## config.mk

```make
export PLATFORM = sky130hd
export DESIGN_NAME = ram_led_pwm
export DESIGN_NICKNAME = d
export VERILOG_FILES = /design/src/rtl/ram_led_pwm.sv
export SDC_FILE = /design/constraint.sdc
export NUM_CORES = 1
export LEC_CHECK = 0
export BUFFER_PORTS_ARGS = -buffer_cell sky130_fd_sc_hd__clkbuf_2
export CAP_MARGIN = 20
export CORE_ASPECT_RATIO = 1.25
export CORE_MARGIN = 2
export CORE_UTILIZATION = 50
export CTS_CLUSTER_SIZE = 14
export DETAILED_ROUTE_END_ITERATION = 8
export PLACE_DENSITY = 0.75
export SKIP_CTS_REPAIR_TIMING = 1
export SYNTH_ARGS = -nofsm -noshare
export SYNTH_HDL_FRONTEND = slang
export SYNTH_SLANG_ARGS = --single-unit
```

## constraint.sdc

```tcl
create_clock -name clk -period 2.1 [get_ports clk]
set_clock_uncertainty 0.1 [all_clocks]
set_input_delay 0.63 -clock clk [delete_from_list [all_inputs] [get_ports clk]]
set_output_delay 0.63 -clock clk [all_outputs]
set_load 0.02 [all_outputs]
```

## src/rtl/ram_led_pwm.sv

```systemverilog
// LED PWM driver fed from a block of dual-port RAM words, scanned periodically and committed atomically.
// Optional macro RAM_LED_PWM_EN enables true PWM; without it each LED follows bit 0 of its duty word.
module ram_led_pwm #(
    parameter int DATA_WIDTH = 16,
    parameter int ADDR_WIDTH = 4,
    parameter int LED_COUNT  = 4,
    parameter int BASE_ADDR  = 0,
    parameter int PWM_BITS   = 8,
    parameter int SCAN_DIV   = 2048
) (
    input  logic                  clk,
    input  logic                  rst,
    output logic                  ram_cs_n,
    output logic                  ram_we_n,
    output logic                  ram_oe_n,
    output logic [ADDR_WIDTH-1:0] ram_addr,
    input  logic [DATA_WIDTH-1:0] ram_data,
    output logic [LED_COUNT-1:0]  led,
    output logic                  scan_done
);

    localparam int DIV_W = (SCAN_DIV > 1) ? $clog2(SCAN_DIV) : 1;
    localparam int IDX_W = (LED_COUNT > 1) ? $clog2(LED_COUNT) : 1;
    localparam logic [DIV_W-1:0]      DIV_LAST = DIV_W'(SCAN_DIV - 1);
    localparam logic [IDX_W-1:0]      IDX_LAST = IDX_W'(LED_COUNT - 1);
    localparam logic [ADDR_WIDTH-1:0] BASE     = ADDR_WIDTH'(BASE_ADDR);

    typedef enum logic [1:0] {
        IDLE        = 2'd0,
        READ        = 2'd1,
        CAPTURE     = 2'd2,
        WAIT_COMMIT = 2'd3
    } state_t;

    state_t              state_r;
    state_t              state_next_s;
    logic [IDX_W-1:0]    idx_r;
    logic [IDX_W-1:0]    idx_next_s;
    logic [DIV_W-1:0]    div_r;
    logic                tick_s;
    logic                pwm_wrap_s;
    logic                commit_s;
    logic [PWM_BITS-1:0] shadow_r [LED_COUNT];
    logic [PWM_BITS-1:0] duty_r   [LED_COUNT];
    logic                unused_data_s;

    // Only the low PWM_BITS of each word carry duty information.
    assign unused_data_s = ^ram_data;

    assign tick_s   = (div_r == DIV_LAST);
    assign commit_s = (state_r == WAIT_COMMIT) && pwm_wrap_s;

    // Scan-start divider, wraps every SCAN_DIV cycles.
    always_ff @(posedge clk) begin
        if (rst) begin
            div_r <= '0;
        end else if (tick_s) begin
            div_r <= '0;
        end else begin
            div_r <= div_r + DIV_W'(1);
        end
    end

`ifdef RAM_LED_PWM_EN
    logic [PWM_BITS-1:0] pwm_cnt_r;

    // Free-running PWM period counter.
    always_ff @(posedge clk) begin
        if (rst) begin
            pwm_cnt_r <= '0;
        end else begin
            pwm_cnt_r <= pwm_cnt_r + PWM_BITS'(1);
        end
    end

    // Committing on the last count lets new duties start exactly at the wrap to 0.
    assign pwm_wrap_s = &pwm_cnt_r;
`else
    assign pwm_wrap_s = 1'b1;
`endif

    // FSM state and word index registers.
    always_ff @(posedge clk) begin
        if (rst) begin
            state_r <= IDLE;
            idx_r   <= '0;
        end else begin
            state_r <= state_next_s;
            idx_r   <= idx_next_s;
        end
    end

    // Next-state logic; ticks outside IDLE are simply ignored.
    always_comb begin
        state_next_s = state_r;
        idx_next_s   = idx_r;
        case (state_r)
            IDLE: begin
                if (tick_s) begin
                    idx_next_s   = '0;
                    state_next_s = READ;
                end else begin
                    state_next_s = IDLE;
                end
            end
            READ: begin
                state_next_s = CAPTURE;
            end
            CAPTURE: begin
                if (idx_r == IDX_LAST) begin
                    state_next_s = WAIT_COMMIT;
                end else begin
                    idx_next_s   = idx_r + IDX_W'(1);
                    state_next_s = READ;
                end
            end
            WAIT_COMMIT: begin
                if (commit_s) begin
                    state_next_s = IDLE;
                end else begin
                    state_next_s = WAIT_COMMIT;
                end
            end
            default: begin
                state_next_s = IDLE;
                idx_next_s   = '0;
            end
        endcase
    end

    // RAM strobes are registered from the next state so they coincide with READ.
    always_ff @(posedge clk) begin
        if (rst) begin
            ram_cs_n <= 1'b1;
            ram_oe_n <= 1'b1;
            ram_we_n <= 1'b1;
            ram_addr <= '0;
        end else begin
            ram_cs_n <= (state_next_s != READ);
            ram_oe_n <= (state_next_s != READ);
            ram_we_n <= 1'b1;
            if (state_next_s == READ) begin
                ram_addr <= BASE + ADDR_WIDTH'(idx_next_s);
            end else begin
                ram_addr <= ram_addr;
            end
        end
    end

    // Shadow copies collect a scan; duties change only on commit.
    always_ff @(posedge clk) begin
        if (rst) begin
            for (int i = 0; i < LED_COUNT; i++) begin
                shadow_r[i] <= '0;
                duty_r[i]   <= '0;
            end
            scan_done <= 1'b0;
        end else begin
            for (int i = 0; i < LED_COUNT; i++) begin
                if ((state_r == CAPTURE) && (idx_r == IDX_W'(i))) begin
                    shadow_r[i] <= ram_data[PWM_BITS-1:0];
                end else begin
                    shadow_r[i] <= shadow_r[i];
                end
                if (commit_s) begin
                    duty_r[i] <= shadow_r[i];
                end else begin
                    duty_r[i] <= duty_r[i];
                end
            end
            scan_done <= commit_s;
        end
    end

`ifdef RAM_LED_PWM_EN
    // Full-scale duty is forced on so the LED never blinks off at the top count.
    always_ff @(posedge clk) begin
        if (rst) begin
            led <= '0;
        end else begin
            for (int i = 0; i < LED_COUNT; i++) begin
                if (&duty_r[i]) begin
                    led[i] <= 1'b1;
                end else begin
                    led[i] <= (pwm_cnt_r < duty_r[i]);
                end
            end
        end
    end
`else
    logic unused_duty_s;

    // Without PWM, upper duty bits have no effect.
    always_comb begin
        unused_duty_s = 1'b0;
        for (int i = 0; i < LED_COUNT; i++) begin
            unused_duty_s = unused_duty_s ^ (^duty_r[i]);
        end
    end

    // On/off drive from bit 0 of each committed duty.
    always_ff @(posedge clk) begin
        if (rst) begin
            led <= '0;
        end else begin
            for (int i = 0; i < LED_COUNT; i++) begin
                led[i] <= duty_r[i][0];
            end
        end
    end
`endif

endmodule

```

==> summary.txt <==
================================================================================
Result of the run                                                   finished, final reports clean
Total number of vias                                                         926
Endpoints failing hold                                                         0
EDFF count, synth                                                              8
Unique masters post-synth                                                     36
Total of endpoints with negative setup slack in the final report               0
Number of sinks handled by clock tree synthesis                               31
Achievable frequency                                                     547 MHz
Post-Syn Area per Cell                                                 10.1 um^2
Clock-pin slew on the worst setup and hold paths                         0.09 ns
Cell count after synthesis                                                   125
Startpoint type of the worst setup path                                 register
Detail Placement HPWL                                                    1.45 mm
Period utilization                                                         87.0%
Wire length of the first global-routing pass                             3.51 mm
Die extent in x                                                          49.0 um
First-pass DRT Iterations                                                      2
Crit Path Class                                                     register to register
Pins over their slew limit                                                     0
Final antenna diode count                                                      0
Final hold slack                                                        0.356 ns
# rows                                                                        20
Power density cells                                                  728 mW/mm^2
Htree depth                                                                    2
Number of CTS-inserted buffers                                                 5
Sequential fraction of the synthesis area                                  55.3%
Remaining antenna violation count                                              0
Area added between synthesis and finish                                    8.59%
Final wirelength                                                         2.12 mm
Crit path DAT                                                            1.91 ns
Number of maximum-capacitance violations                                       0
Post-synthesis cell type with the largest combined area                  dfxtp_1
Number of antenna violations at the first check in global routing              0
Vias per cell                                                               5.38
Number of primary I/O pins                                                    30
GRT Total Usage                                                            16.8%
CTS Root Cell                                                           clkbuf_4
Max FO, Critical Path                                                          9
CTS tree                                                                     yes
Routed wire per std cell                                                 12.3 um
Final min period                                                         1.83 ns
Final Total Pwr                                                          1.00 mW
Ys flop type                                                             dfxtp_1
Total grt overflow                                                             0
Iter 0 DRT Violations                                                         29
Worst-skew pair later-pin latency                                        0.33 ns
Unrepaired setup endpoints after global routing                            false
Actual slew at the worst max-slew pin                                   0.615 ns
Setup TNS                                                                   0 ns
Net count, final                                                             157
Synth async-reset ratio                                                       0%
Number of I/O port buffers                                                    11
Number of register bits inferred by synthesis                                 31
Commonest non-fill, non-tap cell in the layout                           dfxtp_1
Routability Congestion                                                     0.854
Largest net degree at the start of global routing                             21
Worst vdd rail ir drop                                                  0.399 mV
Standard cell core area                                             0.00243 mm^2
Kind of end point of the critical path                                  register
Cell Area, Synth                                                    0.00127 mm^2
Area fraction of the dominant cell type after synthesis                    36.3%
Die span in y                                                            60.3 um
Leading cell types in the layout, fill and taps excluded            dfxtp_1, nor2b_1, clkbuf_2
Area enclosed by the die boundary                                   0.00296 mm^2
Headroom to the max-slew limit                                             58.6%
Fraction of final layout cells sized beyond drive strength 1               16.5%
Worst hold path class                                               register to register
Data required, critical path                                             2.18 ns
Effective utilization at floorplan                                         52.2%
Fill cells                                                                   232
Number of global-route vias before repair                                    850
Most area-consuming cells after synthesis                           dfxtp_1, edfxtp_1, nor2b_1
Count of unresolved DRC violations after routing                               0
Static Leakage                                                          0.485 nW
Longest Clk Path Bufs                                                          2
Number of warnings printed during yosys synthesis                              0
================================================================================
## per-layer routing
| metal | vias to the layer above | global-route usage [%] | wire, um |
|---|---|---|---|
| met5 | - | 0 | 0 |
| li1 | 461 | - | - |
| met1 | 435 | 16.5 | 873 |
| met4 | 0 | 12.7 | 72 |
| met3 | 10 | 8.25 | 100 |
| met2 | 20 | 27.6 | 1070 |
## synth_stat cells (all sizes together), types with 2 or more instances
library cell,instances
dfxtp,23
nor2b,12
a21oi,9
edfxtp,8
inv,8
nand2,7
nand3,7
nor2,6
buf,5
o21ai,5
o31ai,4
or4,4
clkbuf,2
conb,2
nor4,2
o32ai,2
or3,2
xor2,2
## critical path, stage by stage (launching register included)
cell	delay, ns
dfxtp_1	0.37
ha_1	0.21
nand2_1	0.21
o41ai_2	0.66
a21oi_1	0.12
## metrics by stage
step | cell area, um^2 | instances | worst slack (ns) | utilization [%]
floorplan | 1270 | 126 | 0.387 | -
global placement | 1330 | 164 | 0.367 | 54.6
detailed placement | 1330 | 164 | 0.304 | 54.6
CTS | 1380 | 172 | 0.279 | 56.7
global route | 1380 | 172 | 0.121 | 56.7
finish | 1380 | 172 | 0.273 | 56.7
## kinds of logic (layout without fill, tap and decap cells)
logic type / after synthesis / after routing / synth area share, %
AOI/OAI and AO/OA: 27 / 27 / 14.0
xor gates and xnor gates: 3 / 3 / 2.07
adders and majority gates: 1 / 1 / 0.987
buffers and inverters: 15 / 28 / 6.22
DFF: 31 / 31 / 55.3
other: 2 / 3 / 0.593
and+or+nand+nor: 46 / 46 / 20.8
## flip-flops by register name (all words and copies together), names as in the netlist
name	cells
ram_oe_n	1
ram_addr	2
led	4
shadow_r	4
duty_r	4
state_r	2
div_r	11
scan_done	1
idx_r	2
## report_power, final
group | internal (mW) | switching (mW)
Combinational | 0.0169 | 0.0316
Sequential | 0.629 | 0.00583
Clock | 0.130 | 0.189
## layout make-up
| cell class | instances | area, um^2 | area share, % |
|---|---|---|---|
| Sequential cell | 31 | 701 | 50.9 |
| Multi-Input combinational cell | 80 | 492 | 35.7 |
| Timing Repair Buffer | 12 | 62.6 | 4.55 |
| Clock buffer | 7 | 45.0 | 3.27 |
| Tap cell | 33 | 41.3 | 3.00 |
| Inverter | 8 | 30.0 | 2.18 |
| Clock inverter | 1 | 5.00 | 0.364 |
## path summary, 6_finish.rpt
kind                startpoint  endpoint  slack [ns]  cells after the start
setup / recovery      div_r[0]  div_r[7]        0.27                      4
hold / removal    duty_r[1][0]    led[1]        0.36                      1
setup reg to reg      div_r[0]  div_r[7]        0.27                      4
hold reg to reg   duty_r[1][0]    led[1]        0.36                      1
(Power assumes the default switching activity.)
